### src/rtl/shift_seq_pkg.sv
// Shared encodings for the shift_seq controller and the lss_reg command bus.
package shift_seq_pkg;

    typedef enum logic [1:0] {
        OP_SLL = 2'b00,
        OP_SRL = 2'b01,
        OP_SRA = 2'b10,
        OP_ROL = 2'b11
    } op_e;

    typedef enum logic [1:0] {
        C_STORE = 2'b00,
        C_SHL   = 2'b01,
        C_LOAD  = 2'b10,
        C_SHR   = 2'b11
    } cmd_e;

    typedef enum logic [1:0] {
        S_IDLE  = 2'b00,
        S_SHIFT = 2'b01,
        S_DONE  = 2'b10
    } state_e;

    function automatic cmd_e shift_cmd(input op_e op);
        return (op == OP_SLL || op == OP_ROL) ? C_SHL : C_SHR;
    endfunction

endpackage

### src/rtl/shift_seq_cnt.sv
// Loadable SW-bit down-counter used to pace shift_seq iterations.
module shift_cnt #(
    parameter int SW = 3
) (
    input  logic          clk,
    input  logic          rst,
    input  logic          ld,
    input  logic          en,
    input  logic [SW-1:0] d,
    output logic [SW-1:0] q,
    output logic          is_one
);
    logic [SW-1:0] cnt_q;
    logic [SW-1:0] cnt_d;

    always_comb begin
        cnt_d = cnt_q;
        if (ld) begin
            cnt_d = d;
        end else if (en) begin
            cnt_d = cnt_q - SW'(1);
        end
    end

    always_ff @(posedge clk) begin
        if (rst) begin
            cnt_q <= '0;
        end else begin
            cnt_q <= cnt_d;
        end
    end

    assign q      = cnt_q;
    assign is_one = (cnt_q == SW'(1));

endmodule

### src/rtl/shift_seq.sv
// Sequencer turning one lss_reg into an iterative multi-bit shifter/rotator.
module shift_seq
    import shift_seq_pkg::*;
#(
    parameter int N  = 8,
    parameter int SW = 3
) (
    input  logic          clk,
    input  logic          rst,
    input  logic          start,
    input  logic [1:0]    op,
    input  logic [SW-1:0] amt,
    input  logic [N-1:0]  din,
    input  logic          flush,
    input  logic [N-1:0]  reg_q,
    output logic [N-1:0]  reg_d,
    output logic [1:0]    reg_c,
    output logic          reg_clr_n,
    output logic          busy,
    output logic          done
);
    state_e        state_q, state_d;
    op_e           op_q, op_d;
    logic          sign_q, sign_d;
    logic          cnt_ld, cnt_en, cnt_is_one;
    logic [SW-1:0] cnt_q;
    logic          fill;

    shift_cnt #(.SW(SW)) u_cnt (
        .clk    (clk),
        .rst    (rst),
        .ld     (cnt_ld),
        .en     (cnt_en),
        .d      (amt),
        .q      (cnt_q),
        .is_one (cnt_is_one)
    );

    always_comb begin
        case (op_q)
            OP_SRA:  fill = sign_q;
            OP_ROL:  fill = reg_q[N-1];
            default: fill = 1'b0;
        endcase
    end

    always_comb begin
        state_d   = state_q;
        op_d      = op_q;
        sign_d    = sign_q;
        reg_c     = C_STORE;
        reg_d     = din;
        reg_clr_n = 1'b1;
        busy      = 1'b0;
        done      = 1'b0;
        cnt_ld    = 1'b0;
        cnt_en    = 1'b0;
        case (state_q)
            S_IDLE: begin
                if (flush) begin
                    reg_clr_n = 1'b0;
                end else if (start) begin
                    reg_c   = C_LOAD;
                    cnt_ld  = 1'b1;
                    op_d    = op_e'(op);
                    sign_d  = din[N-1];
                    state_d = (amt != '0) ? S_SHIFT : S_DONE;
                end
            end
            S_SHIFT: begin
                busy = 1'b1;
                if (flush) begin
                    reg_clr_n = 1'b0;
                    state_d   = S_IDLE;
                end else begin
                    reg_c  = shift_cmd(op_q);
                    reg_d  = {N{fill}};
                    cnt_en = (cnt_q != '0);
                    if (cnt_is_one) begin
                        state_d = S_DONE;
                    end
                end
            end
            S_DONE: begin
                busy    = 1'b1;
                state_d = S_IDLE;
                if (flush) begin
                    reg_clr_n = 1'b0;
                end else begin
                    done = 1'b1;
                end
            end
            default: state_d = S_IDLE;
        endcase
        // Reset overrides the bus so the register clears alongside the controller.
        if (rst) begin
            reg_c     = C_STORE;
            reg_clr_n = 1'b0;
            busy      = 1'b0;
            done      = 1'b0;
            cnt_ld    = 1'b0;
            cnt_en    = 1'b0;
        end
    end

    always_ff @(posedge clk) begin
        if (rst) begin
            state_q <= S_IDLE;
            op_q    <= OP_SLL;
            sign_q  <= 1'b0;
        end else begin
            state_q <= state_d;
            op_q    <= op_d;
            sign_q  <= sign_d;
        end
    end

endmodule
### config.mk
export PLATFORM = sky130hd
export DESIGN_NAME = shift_seq
export DESIGN_NICKNAME = d
export VERILOG_FILES = /design/src/rtl/shift_seq_pkg.sv /design/src/rtl/shift_seq_cnt.sv /design/src/rtl/shift_seq.sv
export SDC_FILE = /design/constraint.sdc
export NUM_CORES = 1
export LEC_CHECK = 0
export ABC_AREA = 1
export ABC_CLOCK_PERIOD_IN_PS = 3390
export CORE_ASPECT_RATIO = 0.75
export CORE_UTILIZATION = 42
export CTS_CLUSTER_DIAMETER = 80
export DETAILED_ROUTE_END_ITERATION = 12
export GPL_TIMING_DRIVEN = 0
export PLACE_DENSITY = 0.89
export SYNTH_ARGS = -nofsm -noshare
export SYNTH_HDL_FRONTEND = slang
export SYNTH_SLANG_ARGS = --single-unit
### constraint.sdc
create_clock -name clk -period 3.39 [get_ports clk]
set_input_delay 0.5085 -clock clk [delete_from_list [all_inputs] [get_ports clk]]
set_output_delay 0.5085 -clock clk [all_outputs]
set_load 0.02 [all_outputs]
; Word-level counts from Yosys, hierarchy flattened
; Index checks and enable logic that the tools add are counted.
; Widths: inputs -> output; s select.
[totals]
inputBits = 25
regBits = 8
out_inout_bits = 13
word_cells = 55
[classes]
n_mux = 31
reduce_logical = 10
bitwise = 1
n_addsub = 1
n_eq_ne = 8
[ops]
columns = cell, n
row1 = $mux 2, 10
row2 = $mux 8, 2
row3 = $mux 1, 14
row4 = $pmux 2 s2, 2
row5 = $eq 2x2->1 const B, 3
row6 = $mux 3, 2
row7 = $reduce_and 3->1, 2
row8 = $reduce_bool 3->1, 2
row9 = $logic_not 2->1, 2
row10 = $ne 2x2->1 const B, 2
row11 = $eq 3x1->1 const B, 1
row12 = $ne 3x3->1 const B, 1
row13 = $reduce_or 3->1, 1
row14 = $sub 3x1->3 const B, 1
row15 = $eq 2x1->1 const B, 1
row16 = $pmux 1 s2, 1
row17 = $reduce_bool 2->1, 1
row18 = $reduce_or 2->1, 1
row19 = $logic_or 1x1->1, 1
row20 = $not 1->1, 1

; Longest topological paths before layout
[depth]
word_depth = 6
mapped_depth = 9
depth_no_buf = 9

; By module
; From an unflattened synthesis, not the netlist that was laid out.
[hier_totals]
hier_cells = 109
area_unflattened_um2 = 661.9
[by_module_without_submodules]
columns = module, instances, area_each_um2, cells_each, seq_area_each_um2
row1 = shift_seq, 1, 467.9, 78, 100.1
row2 = shift_cnt, 1, 193.9, 31, 60.1

; Worst setup path before layout
; Ideal clock, no wire load.
[synth_path]
path_type = register to output
from = register state_q[1]
to = output port reg_c[1]
setup_slack_ns = 1.518
path_buffers = 0
t_required_ns = 2.882
arrival_ns = 1.364
path_stages_with_launch = 7
cell_sequence = dfxtp_1 > inv_1 > ha_1 > inv_1 > nor2_4 > inv_2 > o31ai_1
[synth_between]
elab_chain_cells = 3
elab_cells_between_ends = 4
classes_between = 1 x eq/ne / 2 x mux / 1 x reduce/logical
[synth_lines]
columns = item, line_no
row1 = start: declaration, shift_seq.sv:22  ; state_e state_q, state_d;
row2 = start signal: assignment, shift_seq.sv:112  ; state_q <= state_d;
row3 = $eq 2x1->1 / $logic_not 2->1 (equally long branches), shift_seq.sv:58  ; case (state_q)
row4 = $pmux 2 s2 (*), shift_seq.sv:58
row5 = $mux 2 (*), shift_seq.sv:96  ; if (rst) begin
row6 = end: declaration, shift_seq.sv:17  ; output logic [1:0] reg_c,
; Every way passes the cells marked *; elsewhere a longest branch is shown, timed or not.

; Worst setup path in the final report
[layout_path]
from = input port flush
to = output port reg_c[1]
[layout_between]
elab_chain_cells = 3
elab_cells_between_ends = 4
classes_between = 4 x mux
[layout_lines]
columns = item, line_no
row1 = start: declaration, shift_seq.sv:14  ; input logic flush,
row2 = $mux 2 (on tied branches), "shift_seq.sv:72, shift_seq.sv:60"
row3 = $pmux 2 s2 (*), shift_seq.sv:58
row4 = $mux 2 (*), shift_seq.sv:96
; Marked as above.

==> impl_metrics.toml <==
[outcome]
status = "completed"

[worst_setup_path]
arrival_ns = 2.17
worstPathRequired_ns = 2.88
crit_buf_inv = 3
cp_slowest_cell = "clkdlybuf4s50_1"
crit_chain = "clkdlybuf4s50_1 -> nor2_4 -> inv_2 -> o31ai_1 -> clkdlybuf4s50_1"
slowest_delay_ns = 0.64
crit_type = "in -> out"
crit_path_max_fanout = 10
cp_top_family = "buffers and inverters"
startpoint_type = "input port"
end_kind = "output pin"
path_common_cell = "clkdlybuf4s50_1"

[global_route]
grt_pass1_vias = 690
overflow = 0
grt_pass1_wl_mm = 2.98
track_usage_pct = 21.6
antenna_found_initial = 0
grt_max_degree = 11

[placement]
port_buffers = 29
dp_slack_ns = 0.696
gp_congestion = 0.841
dp_hpwl_mm = 1.44

[power]
peakVddDrop_uv = 311
p_per_area_nw_per_um2 = 299
power_leakage_nw = 0.508
finalPower_mw = 0.323

[floorplan]
core_area_um2 = 1560
row_count = 12
dieWidth_um = 50.5
ios = 38
dieArea_um2 = 1940
initial_core_util_pct = 47.4
die_height_um = 38.4

[sta]
setup_slack_ns = 0.716
slew_viol_final = 0
fmax_mhz = 374
hold_viol_final = 0
max-slew-margin-rel_pct = 83.5
worst_pin_slew_ns = 0.247
finalCritPeriodShare_pct = 78.9
setup_viol = 0
final.setup.tns_ns = 0
holdWs_ns = 0.467
min_period_ns = 2.67
rsz0062_at_grt = "false"
finClkSkew_ns = 0.00250

[logic_synthesis]
synth_cells = 111
synth.mux.area_fraction_pct = 0
ys_seq_area_share_pct = 21.6
synthXorXnorAreaFrac_pct = 1.18
synth_top_area_cell = "dfxtp_1"
avgSynthCellArea_um2 = 6.67
ys_warn_count = 0
synth_area_um2 = 741
synth_simple_gate_area_share_pct = 42.7
synth_compound_area_share_pct = 8.28
synth_adder_area_share_pct = 15.2
synth_nets = 145
yosysUniqueCellTypes = 22
synth_top_family_by_area = "simple AND/OR/NAND/NOR gates"
synth_top_area_share_pct = 21.6
synth_seq_cells = 8
ys_top_cells_by_area = "dfxtp_1, nand2_1, ha_1"

[detailed_routing]
detail-route-antenna-nets = 0
drtIter0Drc = 7
num_vias = 774
firstDrtPassIters = 4
post_drt_wl_per_cell_um = 11.0
routed_wl_mm = 1.81
drc = 0
viasPerCell = 4.72

[finish]
area_growth_pct = 45.8
seq_area_um2 = 160
final_common_cell = "nand2_1"
multi_input_comb_area_um2 = 499
diodes = 0
final_cell_mix = "nand2_1, clkdlybuf4s50_1, inv_1"
drive_above_1_share_pct = 12.6
nFillCells = 136
finalNetCount = 179
final_core_util_pct = 69.2

[clock_tree]
cts_htree_levels = 1
ctsHoldBuffers = 0
cts_made_buffers = 3
cts_max_path_buffers = 2
path_clk_slew_ns = 0.05
postCtsSetupRepairBufs = 0
clk_latency_ns = 0.26
cts_tree = "built"
cts_root_buf = "clkbuf_4"
cts_num_sinks = 8
ctsResizeCount = 0

[worst_hold_path]
worstHoldPathType = "in -> reg"

[flow_run]
maxCapViolCount = 0
[sequential cells by signal, indices dropped and copies added, names as in the netlist]
signal,count
op_q,2
sign_q,1
u_cnt.q,3
state_q,2
[worst register-to-register path, stage by stage (launching register included)]
cell,delay (ns)
dfxtp_1,0.32
inv_1,0.10
ha_1,0.15
buf_4,0.18
nand3_4,0.13
nor2_2,0.12
nor2_2,0.05
nor2_2,0.12
nor2_2,0.03
[cells by family after synthesis]
family,count (synthesis)
and+or+nand+nor,65
buffers and inverters,18
AOI/OAI and AO/OA,10
adders and majority gates,9
DFF,8
xor gates and xnor gates,1
[worst paths after layout]
kind	startpoint	to	slack, ns	cells past startpoint
worst min register to register	sign_q	sign_q	0.47	2
worst min-delay path	rst	op_q[1]	0.47	2
worst max-delay path	flush	reg_c[1]	0.72	5
worst max register to register	state_q[1]	u_cnt.q[2]	2.10	8
[per-stage QoR]
stage                     cell area, µm²  cells
after CTS                           1080    164
after floorplan                      741    111
after detailed placement            1060    161
final                               1080    164
after global routing                1080    164
after global placement              1060    161
[power by group]
group | leakage (nW) | switching [mW] | internal (mW) | total, mW
Combinational | 0.429 | 0.0768 | 0.0658 | 0.143
Clock | 0.0138 | 0.0324 | 0.0405 | 0.0729
Sequential | 0.0655 | 0.00527 | 0.102 | 0.107
[per-layer routing]
| layer | global-route usage (%) | part of all wire, % | vias to the layer above |
|---|---|---|---|
| met5 | 0 | 0 | - |
| met4 | 6.25 | 1.2 | 0 |
| met3 | 7.14 | 4.5 | 4 |
| met2 | 35.0 | 46 | 18 |
| met1 | 27.4 | 48 | 337 |
| li1 | - | - | 415 |
[cell usage after synthesis]
cell type and number:
inv_4 1, buf_6 1, a22o_1 1, inv_1 12, nor2_2 5, nand3_2 1, xor2_1 1, o21ai_1 2
ha_1 9, nand4_4 1, dfxtp_1 8, nor2_1 11, nand3_1 8, nand4_1 2, buf_4 1, inv_2 3
nand2_1 35, o31ai_1 1, o21a_1 2, a21oi_1 4, nor2_4 1, nand3_4 1
[layout make-up]
| type | instances | share of cell area (%) |
|---|---|---|
| clock buffers | 3 | 2.09 |
| flip-flops and latches | 8 | 14.8 |
| inverters | 16 | 5.79 |
| repair buffers | 29 | 26.9 |
| plain buffers | 2 | 1.74 |
| well taps | 21 | 2.43 |
| multi-input cells | 85 | 46.2 |
Power figures use the tool's default switching activity.
